File: src/rtl/eei.sv
// Execution-environment constants shared by the membus responders.
// Holds bus widths, the ACLINT memory-map window and register offsets,
// and a byte-merge helper used for masked 64-bit register writes.
package eei;

  localparam int XLEN              = 64;
  localparam int MEMBUS_DATA_WIDTH = 64;

  typedef logic [XLEN-1:0]                  Addr;
  typedef logic [63:0]                      UInt64;
  typedef logic [MEMBUS_DATA_WIDTH-1:0]     MemData;
  typedef logic [MEMBUS_DATA_WIDTH/8-1:0]   MemMask;
  typedef logic [15:0]                      AclintOff;

  localparam Addr MMAP_ACLINT_BEGIN = 64'h0000_0000_0200_0000;
  localparam Addr MMAP_ACLINT_END   = 64'h0000_0000_0200_ffff;

  localparam AclintOff MMAP_ACLINT_MSIP     = 16'h0000;
  localparam AclintOff MMAP_ACLINT_MTIMECMP = 16'h4000;
  localparam AclintOff MMAP_ACLINT_MTIME    = 16'h7ff8;
  localparam AclintOff MMAP_ACLINT_SETSSIP  = 16'h8000;

  localparam int TICK_DIV_DEFAULT = 1;

  // Bytes with their enable set come from new_v, the rest keep old_v.
  function automatic UInt64 merge_bytes(UInt64 old_v, UInt64 new_v, MemMask m);
    UInt64 r;
    r = old_v;
    for (int i = 0; i < 8; i++) begin
      if (m[i]) r[i*8 +: 8] = new_v[i*8 +: 8];
    end
    return r;
  endfunction

endpackage

File: src/rtl/aclint_memory_if.sv
// Membus request/response bundle between a bus master and a responder.
//   valid/ready : request handshake, accepted when both are high
//   addr/wen/wdata/wmask : request payload
//   rvalid/rdata : one response per accepted request, one cycle later
interface aclint_memory_if;
  import eei::*;

  logic   valid;
  logic   ready;
  Addr    addr;
  logic   wen;
  MemData wdata;
  MemMask wmask;
  logic   rvalid;
  MemData rdata;

  modport master (
    output valid, addr, wen, wdata, wmask,
    input  ready, rvalid, rdata
  );

  modport slave (
    input  valid, addr, wen, wdata, wmask,
    output ready, rvalid, rdata
  );

endinterface

File: src/rtl/aclint_mtime_counter.sv
// Prescaled mtime counter.
//   clk, rst : clock, async active-high reset
//   wen      : load mtime with wdata this cycle (overrides an increment)
//   wdata    : already byte-merged mtime value
//   tick     : high in the cycle where mtime would increment
//   mtime    : current mtime register
module aclint_mtime_counter
  import eei::*;
#(
  parameter int TICK_DIV = TICK_DIV_DEFAULT
) (
  input  logic  clk,
  input  logic  rst,
  input  logic  wen,
  input  UInt64 wdata,
  output logic  tick,
  output UInt64 mtime
);

  localparam int CW = (TICK_DIV > 1) ? $clog2(TICK_DIV) : 1;
  localparam logic [CW-1:0] LAST = CW'(TICK_DIV - 1);

  logic [CW-1:0] tick_cnt;

  assign tick = (tick_cnt == LAST);

  // The prescaler free-runs; bus writes to mtime never disturb it.
  always_ff @(posedge clk or posedge rst) begin
    if (rst) begin
      tick_cnt <= '0;
    end else if (tick) begin
      tick_cnt <= '0;
    end else begin
      tick_cnt <= tick_cnt + 1'b1;
    end
  end

  always_ff @(posedge clk or posedge rst) begin
    if (rst) begin
      mtime <= '0;
    end else if (wen) begin
      mtime <= wdata;
    end else if (tick) begin
      mtime <= mtime + 64'd1;
    end
  end

endmodule

File: src/rtl/aclint_memory.sv
// ACLINT responder for hart 0 on the 64-bit membus.
//   clk, rst   : clock, async active-high reset
//   bus        : membus slave (no backpressure, 1-cycle response)
//   mtime_o    : current mtime, feeds the time CSR
//   msip       : machine software interrupt pending
//   mtip       : machine timer interrupt pending, mtime >= mtimecmp
//   ssip_pulse : one-cycle request to set mip.SSIP
module aclint_memory
  import eei::*;
#(
  parameter int  TICK_DIV  = TICK_DIV_DEFAULT,
  parameter Addr BASE_ADDR = MMAP_ACLINT_BEGIN
) (
  input  logic              clk,
  input  logic              rst,
  aclint_memory_if.slave    bus,
  output UInt64             mtime_o,
  output logic              msip,
  output logic              mtip,
  output logic              ssip_pulse
);

  UInt64    mtime;
  UInt64    mtimecmp;
  AclintOff off;
  logic     accept;
  logic     wr;
  logic     wr_mtime;
  UInt64    mtime_wdata;
  UInt64    rd_val;
  logic     tick;

  // Only the low 16 bits of the offset select a register; the window
  // decode upstream guarantees the upper bits.
  assign off    = bus.addr[15:0] - BASE_ADDR[15:0];
  assign accept = bus.valid && bus.ready;
  assign wr     = accept && bus.wen;

  assign bus.ready = ~rst;

  assign wr_mtime    = wr && (off == MMAP_ACLINT_MTIME);
  assign mtime_wdata = merge_bytes(mtime, bus.wdata, bus.wmask);

  aclint_mtime_counter #(
    .TICK_DIV (TICK_DIV)
  ) u_mtime (
    .clk   (clk),
    .rst   (rst),
    .wen   (wr_mtime),
    .wdata (mtime_wdata),
    .tick  (tick),
    .mtime (mtime)
  );

  assign mtime_o = mtime;
  assign mtip    = (mtime >= mtimecmp);

  always_comb begin
    rd_val = '0;
    case (off)
      MMAP_ACLINT_MSIP:     rd_val = {63'b0, msip};
      MMAP_ACLINT_MTIMECMP: rd_val = mtimecmp;
      MMAP_ACLINT_MTIME:    rd_val = mtime;
      default:              rd_val = '0;
    endcase
  end

  always_ff @(posedge clk or posedge rst) begin
    if (rst) begin
      mtimecmp <= '1;
      msip     <= 1'b0;
    end else if (wr) begin
      if (off == MMAP_ACLINT_MTIMECMP) begin
        mtimecmp <= merge_bytes(mtimecmp, bus.wdata, bus.wmask);
      end
      if (off == MMAP_ACLINT_MSIP && bus.wmask[0]) begin
        msip <= bus.wdata[0];
      end
    end
  end

  // Response path; ssip_pulse clears itself the cycle after it fires.
  always_ff @(posedge clk or posedge rst) begin
    if (rst) begin
      bus.rvalid <= 1'b0;
      bus.rdata  <= '0;
      ssip_pulse <= 1'b0;
    end else begin
      bus.rvalid <= accept;
      bus.rdata  <= (accept && !bus.wen) ? rd_val : '0;
      ssip_pulse <= wr && (off == MMAP_ACLINT_SETSSIP)
                    && bus.wmask[0] && bus.wdata[0];
    end
  end

  // tick only matters inside the counter; kept visible for debug.
  logic unused_tick;
  assign unused_tick = tick;

endmodule

File: src/flat_wrapper.sv
// flat-port wrapper written by rule: the top's interface ports become plain ports
module aclint_memory_flat import eei::*;
#(
  parameter int  TICK_DIV  = TICK_DIV_DEFAULT,
  parameter Addr BASE_ADDR = MMAP_ACLINT_BEGIN
)
  (clk, rst, mtime_o, msip, mtip, ssip_pulse, bus_valid, bus_addr, bus_wen, bus_wdata, bus_wmask, bus_ready, bus_rvalid, bus_rdata);
  aclint_memory_if bus_i ();
  input  logic clk;
  input  logic rst;
  output UInt64 mtime_o;
  output logic msip;
  output logic mtip;
  output logic ssip_pulse;
  input wire logic [$bits(bus_i.valid)-1:0] bus_valid;
  input wire logic [$bits(bus_i.addr)-1:0] bus_addr;
  input wire logic [$bits(bus_i.wen)-1:0] bus_wen;
  input wire logic [$bits(bus_i.wdata)-1:0] bus_wdata;
  input wire logic [$bits(bus_i.wmask)-1:0] bus_wmask;
  output wire logic [$bits(bus_i.ready)-1:0] bus_ready;
  output wire logic [$bits(bus_i.rvalid)-1:0] bus_rvalid;
  output wire logic [$bits(bus_i.rdata)-1:0] bus_rdata;
  assign bus_i.valid = bus_valid;
  assign bus_i.addr = bus_addr;
  assign bus_i.wen = bus_wen;
  assign bus_i.wdata = bus_wdata;
  assign bus_i.wmask = bus_wmask;
  assign bus_ready = bus_i.ready;
  assign bus_rvalid = bus_i.rvalid;
  assign bus_rdata = bus_i.rdata;
  aclint_memory #(.TICK_DIV(TICK_DIV), .BASE_ADDR(BASE_ADDR)) u_core (.clk(clk), .rst(rst), .bus(bus_i), .mtime_o(mtime_o), .msip(msip), .mtip(mtip), .ssip_pulse(ssip_pulse));
endmodule
File: config.mk
export PLATFORM = sky130hd
export DESIGN_NAME = aclint_memory_flat
export DESIGN_NICKNAME = d
export VERILOG_FILES = /design/src/rtl/eei.sv /design/src/rtl/aclint_memory_if.sv /design/src/rtl/aclint_mtime_counter.sv /design/src/rtl/aclint_memory.sv /design/src/flat_wrapper.sv
export SDC_FILE = /design/constraint.sdc
export NUM_CORES = 1
export LEC_CHECK = 0
export CAP_MARGIN = 20
export CELL_PAD_IN_SITES_DETAIL_PLACEMENT = 2
export CELL_PAD_IN_SITES_GLOBAL_PLACEMENT = 2
export CORE_MARGIN = 10
export CORE_UTILIZATION = 32
export CTS_CLUSTER_SIZE = 10
export DETAILED_ROUTE_END_ITERATION = 12
export PLACE_DENSITY = 0.86
export SETUP_SLACK_MARGIN = 0.4
export SYNTH_ARGS = -nofsm -noshare
export SYNTH_HDL_FRONTEND = slang
export SYNTH_SLANG_ARGS = --single-unit
File: constraint.sdc
create_clock -name clk -period 16.3 [get_ports clk]
set_input_delay 4.89 -clock clk [delete_from_list [all_inputs] [get_ports clk]]
set_output_delay 4.89 -clock clk [all_outputs]
set_load 0.02 [all_outputs]
# ---- After elaboration in Yosys (flattened, before gate mapping)
# Cells that the tools add are included.
# Widths: inputs -> output; s select.
dict set report classes {
  bitwise_logic 1
  reduce_logical 27
  magnitude_cmp 1
  n_eq_ne 12
  mux 13
  n_addsub 2
}
# op count
set op_table {}
lappend op_table {{$mux 64} 3}
lappend op_table {{$pmux 64 s3} 1}
lappend op_table {{$add 64x1->64 const B} 1}
lappend op_table {{$ge 64x64->1} 1}
lappend op_table {{$mux 8} 8}
lappend op_table {{$eq 16x15->1 const B} 2}
lappend op_table {{$reduce_and 3->1} 8}
lappend op_table {{$ne 2x2->1 const B} 9}
lappend op_table {{$reduce_and 2->1} 9}
lappend op_table {{$eq 16x16->1 const B} 1}
lappend op_table {{$logic_not 16->1} 1}
lappend op_table {{$logic_and 1x1->1} 8}
lappend op_table {{$add 1x1->1 const B} 1}
lappend op_table {{$logic_not 1->1} 1}
lappend op_table {{$mux 1} 1}
lappend op_table {{$not 1->1} 1}
dict set report word_totals {
  regBits 196
  output_inout_bits 133
  word_cells 77
}

# ---- Depth between registers and ports, before layout
dict set report depth {
  depth_word 6
  ltp_mapped 9
}

# ---- Modules after synthesis
# From an unflattened synthesis, not the netlist that was laid out.
dict set report unflattened {
  cells_unflattened 1120
  hier_area_um2 11727.5
}
# module area_per_inst_um2 cells_each n_inst seq_area_each_um2
set by_module_without_submodules {}
lappend by_module_without_submodules {aclint_memory 7876.3 674 1 3358.2}
lappend by_module_without_submodules {aclint_mtime_counter 3851.2 446 1 1601.5}

# ---- Worst setup path after synthesis
# OpenSTA, ideal clock, no wires.
dict set report synth_path {
  path_kind {input to output}
  from {in rst}
  to {out bus_ready}
  n_path_buf 0
  arrival_ps 8931
  setup_slack_ps 2479
  stages 1
  t_required_ps 11410
  path_cell_list {inv_1}
}
dict set report synth_between {
  elab_chain_cells 1
}
# element line_no
set synth_rtl {}
lappend synth_rtl {{start, declared} flat_wrapper.sv:10} ;# input logic rst;
lappend synth_rtl {{$not 1->1} aclint_memory.sv:39} ;# assign bus.ready = ~rst;
lappend synth_rtl {{end, declared} flat_wrapper.sv:20} ;# output wire logic [$bits(bus_i.ready)-1:0] bus_ready;
# Every way passes these cells.

# ---- Final worst setup path
# Same ends and word-level chain as after synthesis.

==> flow_metrics.env <==
export IMPL_status="complete, no violations"
export IMPL_fill_cells=3494
export IMPL_synth_edf_count=0
export IMPL_p_int_mw=0.7437
export IMPL_power_frac_clock_pct=45.3
export IMPL_syn_area_um2=10810
export IMPL_grt_max_degree=70
export IMPL_cp_slowest_stage_delay_ps=720
export IMPL_power_frac_seq_pct=49.0
export IMPL_vias=10226
export IMPL_setup_tns_final_ps=0
export IMPL_reg2reg_depth=6
export IMPL_fin_crit_ps=11490
export IMPL_synthDistinctLibCells=63
export IMPL_overflow=0
export IMPL_start_util_pct=32.32
export IMPL_drc=0
export IMPL_async_flop_share_pct=100.0
export IMPL_cp_end_kind="output port"
export IMPL_power_density_nw_per_um2=70.67
export IMPL_grt_pass1_vias=11627
export IMPL_dieArea_um2=41540
export IMPL_reg2reg_slack_ps=13120
export IMPL_tightest_slew_ps=1101
export IMPL_drtIter0Drc=553
export IMPL_drv_slew=0
export IMPL_crit_chain="clkdlybuf4s50_1 > inv_8 > clkdlybuf4s50_1"
export IMPL_synth_avg_cell_area_um2=9.559
export IMPL_hpwl_mm=33.60
export IMPL_dp_cells=1774
export IMPL_fmax_ghz=0.08700
export IMPL_cp_max_fo=69
export IMPL_path_depth=3
export IMPL_gp_congestion=0.8182
export IMPL_p_sw_share_pct=25.75
export IMPL_rows=67
export IMPL_clock_sinks=195
export IMPL_synth_ff_latch_count=195
export IMPL_utilization_pct=42.37
export IMPL_clk_latency_ps=460
export IMPL_stdcell_count=1807
export IMPL_comb_power_share_pct=5.7
export IMPL_dr_pass1_iters=5
export IMPL_leakage_nw=5.604
export IMPL_ys_warn_count=0
export IMPL_cts_max_level=4
export IMPL_postCtsSetupBuffers=0
export IMPL_holdBufCountCts=0
export IMPL_wl_mm=45.99
export IMPL_finClkSkew_ps=15.23
export IMPL_cp_top_family="buffers and inverters"
export IMPL_ys_seq_area_share_pct=45.87
export IMPL_cts_tree="done"
export IMPL_synth_nets=1336
export IMPL_multiInputGateArea_um2=5398
export IMPL_crit_path_start_kind="input port"
export IMPL_vias_per_cell=5.659
export IMPL_grt_pass1_wl_mm=71.83
export IMPL_drv_cap=0
export IMPL_ys_flop_type="dfrtp_1"
export IMPL_crit_arrival_ps=6600
export IMPL_cts_max_path_buffers=2
export IMPL_drt_wirelength_per_cell_um=25.45
export IMPL_fin_crit_sh_pct=70.52
export IMPL_cpMostUsedCell="clkdlybuf4s50_1"
export IMPL_die_w_um=203.8
export IMPL_vdd_drop_max_v=0.00007457
export IMPL_dieHeight_um=203.8
export IMPL_max_slew_margin_pct=26.05
export IMPL_num_nets_final=1550
export IMPL_crit_path_end="bus_ready"
export IMPL_cp_num_buf_inv=3
export IMPL_r2r_start="u_core.u_mtime.mtime[30]"
export IMPL_io_pins=273
export IMPL_crit_type="input port to output port"
export IMPL_slowest_stage="clkdlybuf4s50_1"
export IMPL_port_buffer_count=224
export IMPL_final_layout_size_suffix_gt1_share_pct=13.99
export IMPL_rsz0062_at_grt="no"
export IMPL_hold_depth=2
export IMPL_cts_repair_resized=0
export IMPL_critPathLaunch="rst"
export IMPL_cts_root_buf="clkbuf_16"
export IMPL_regArea_um2=4960
export IMPL_setup_violations=0
export IMPL_cp_required_ps=11410
export IMPL_path_clk_slew_ps=80
export IMPL_hold_viol=0
export IMPL_switchingPower_mw=0.2579
export IMPL_ant_nets=0
export IMPL_syn_to_final_growth_pct=31.08
export IMPL_min_path_type="register to register"
export IMPL_r2r_end="u_core.u_mtime.mtime[55]"
export IMPL_antenna_found_initial=1
export IMPL_syn_inst=1131
export IMPL_track_usage_pct=22.15
export IMPL_cts_made_buffers=17
export IMPL_core_um2=33450
[final cells by class]
type / instances / share of cell area (%)
clock inverter: 15 / 1.183
antenna: 1 / 0.01766
multi-input combinational: 812 / 38.09
timing repair buffer: 238 / 16.56
sequential: 195 / 35.00
clock buffer: 17 / 3.002
inverter: 81 / 2.198
tap: 448 / 3.955
[routing by layer]
metal | GRT usage, % | share of wire [%]
met5 | 0 | 0
met4 | 5.542 | 1.5
met3 | 5.262 | 5.3
met2 | 39.13 | 51
met1 | 26.44 | 42
[cell families after synthesis]
logic type,synth area share (%)
buffers and inverters,4.432
multiplexers,6.585
flip-flops,45.87
AND/OR/NAND/NOR,19.66
AO/OA/AOI/OAI,15.92
adder cells (fa/ha/maj),7.522
[per-stage QoR]
step	hold WS, ps	area [µm²]	setup slack, ps	total power [mW]
floorplan	467.7	10810	2479	0.5139
global placement	477.0	13580	4812	0.5557
detailed placement	487.2	13580	4799	0.5572
CTS	498.4	14170	4789	1.012
global route	527.9	14170	4720	1.030
finish	493.6	14170	4806	1.002
[how the worst min path moves through the flow]
stage / from / end / slack [ps]
finish: u_core.mtimecmp[28] / u_core.mtimecmp[28] / 490
global route: u_core.mtimecmp[28] / u_core.mtimecmp[28] / 530
CTS: u_core.mtimecmp[28] / u_core.mtimecmp[28] / 500
detailed placement: u_core.mtimecmp[28] / u_core.mtimecmp[28] / 490
global placement: u_core.mtimecmp[50] / u_core.mtimecmp[50] / 480
floorplan: u_core.mtimecmp[28] / u_core.mtimecmp[28] / 470
[worst reg2reg max path, delay by kind of cell (launching register included)]
kind,cells,cell delay [ps]
and+or+nand+nor,4,1880
DFF,1,630
AOI/OAI and AO/OA,2,570
[sequential cells by signal (all words and copies together) (netlist names)]
signal	flops
u_core.bus.rdata	64
u_core.bus.rvalid	1
u_core.msip	1
u_core.mtimecmp	64
u_core.ssip_pulse	1
u_core.u_mtime.mtime	64
[cell usage after synthesis, drive strengths merged, types with 2 or more instances]
| cell | count | area share, % |
|---|---|---|
| a211oi | 13 | 0.90 |
| ha | 65 | 7.5 |
| nand4 | 33 | 1.9 |
| o21ai | 43 | 2.0 |
| a22oi | 65 | 4.5 |
| buf | 15 | 0.65 |
| nand4b | 3 | 0.24 |
| nor3 | 27 | 1.3 |
| a41o | 2 | 0.19 |
| and3 | 19 | 1.1 |
| nor3b | 2 | 0.14 |
| o31a | 2 | 0.16 |
| mux2 | 57 | 5.9 |
| nand2b | 9 | 0.52 |
| and2 | 9 | 0.52 |
| a21oi | 62 | 2.9 |
| o32ai | 8 | 0.72 |
| nor2 | 128 | 4.4 |
| nand3 | 45 | 2.2 |
| a221oi | 4 | 0.32 |
| nand2 | 97 | 3.4 |
| dfstp | 64 | 16 |
| and4 | 16 | 1.4 |
| o21a | 7 | 0.49 |
| o221ai | 2 | 0.16 |
| nor4 | 22 | 1.3 |
| clkbuf | 28 | 0.97 |
| a31oi | 5 | 0.29 |
| o211ai | 4 | 0.28 |
| o221a | 3 | 0.31 |
| or4 | 5 | 0.39 |
| a21o | 12 | 0.83 |
| a211o | 8 | 0.65 |
| or3 | 5 | 0.30 |
| mux2i | 7 | 0.65 |
| dfrtp | 131 | 30 |
| a31o | 2 | 0.16 |
| o22ai | 10 | 0.58 |
| inv | 81 | 2.8 |
| nor2b | 2 | 0.12 |
[power by group through the flow]
stage / combinational, mW / sequential (mW) / clock [mW]
finish: 0.0569 / 0.491 / 0.454
global route: 0.0613 / 0.492 / 0.477
CTS: 0.0578 / 0.491 / 0.463
detailed placement: 0.0573 / 0.500 / 0
global placement: 0.0561 / 0.500 / 0
floorplan: 0.0135 / 0.500 / 0
[placed cells by master (no fill, tap or decap), types with 8 or more instances in the layout]
| cell | n |
|---|---|
| a211oi_1 | 13 |
| clkbuf_16 | 17 |
| and4_1 | 13 |
| a21o_1 | 12 |
| mux2_2 | 57 |
| nand2_1 | 96 |
| o22ai_1 | 10 |
| clkdlybuf4s50_1 | 224 |
| a211o_1 | 8 |
| nand3_1 | 44 |
| dfstp_2 | 64 |
| nand4_1 | 33 |
| inv_1 | 80 |
| nand2b_1 | 9 |
| and3_1 | 18 |
| ha_1 | 65 |
| dfrtp_1 | 131 |
| nor4_1 | 21 |
| nor3_1 | 24 |
| nor2_1 | 126 |
| o21ai_0 | 42 |
| buf_4 | 14 |
| a21oi_1 | 62 |
| a22oi_1 | 65 |
(Power assumes the default switching activity.)
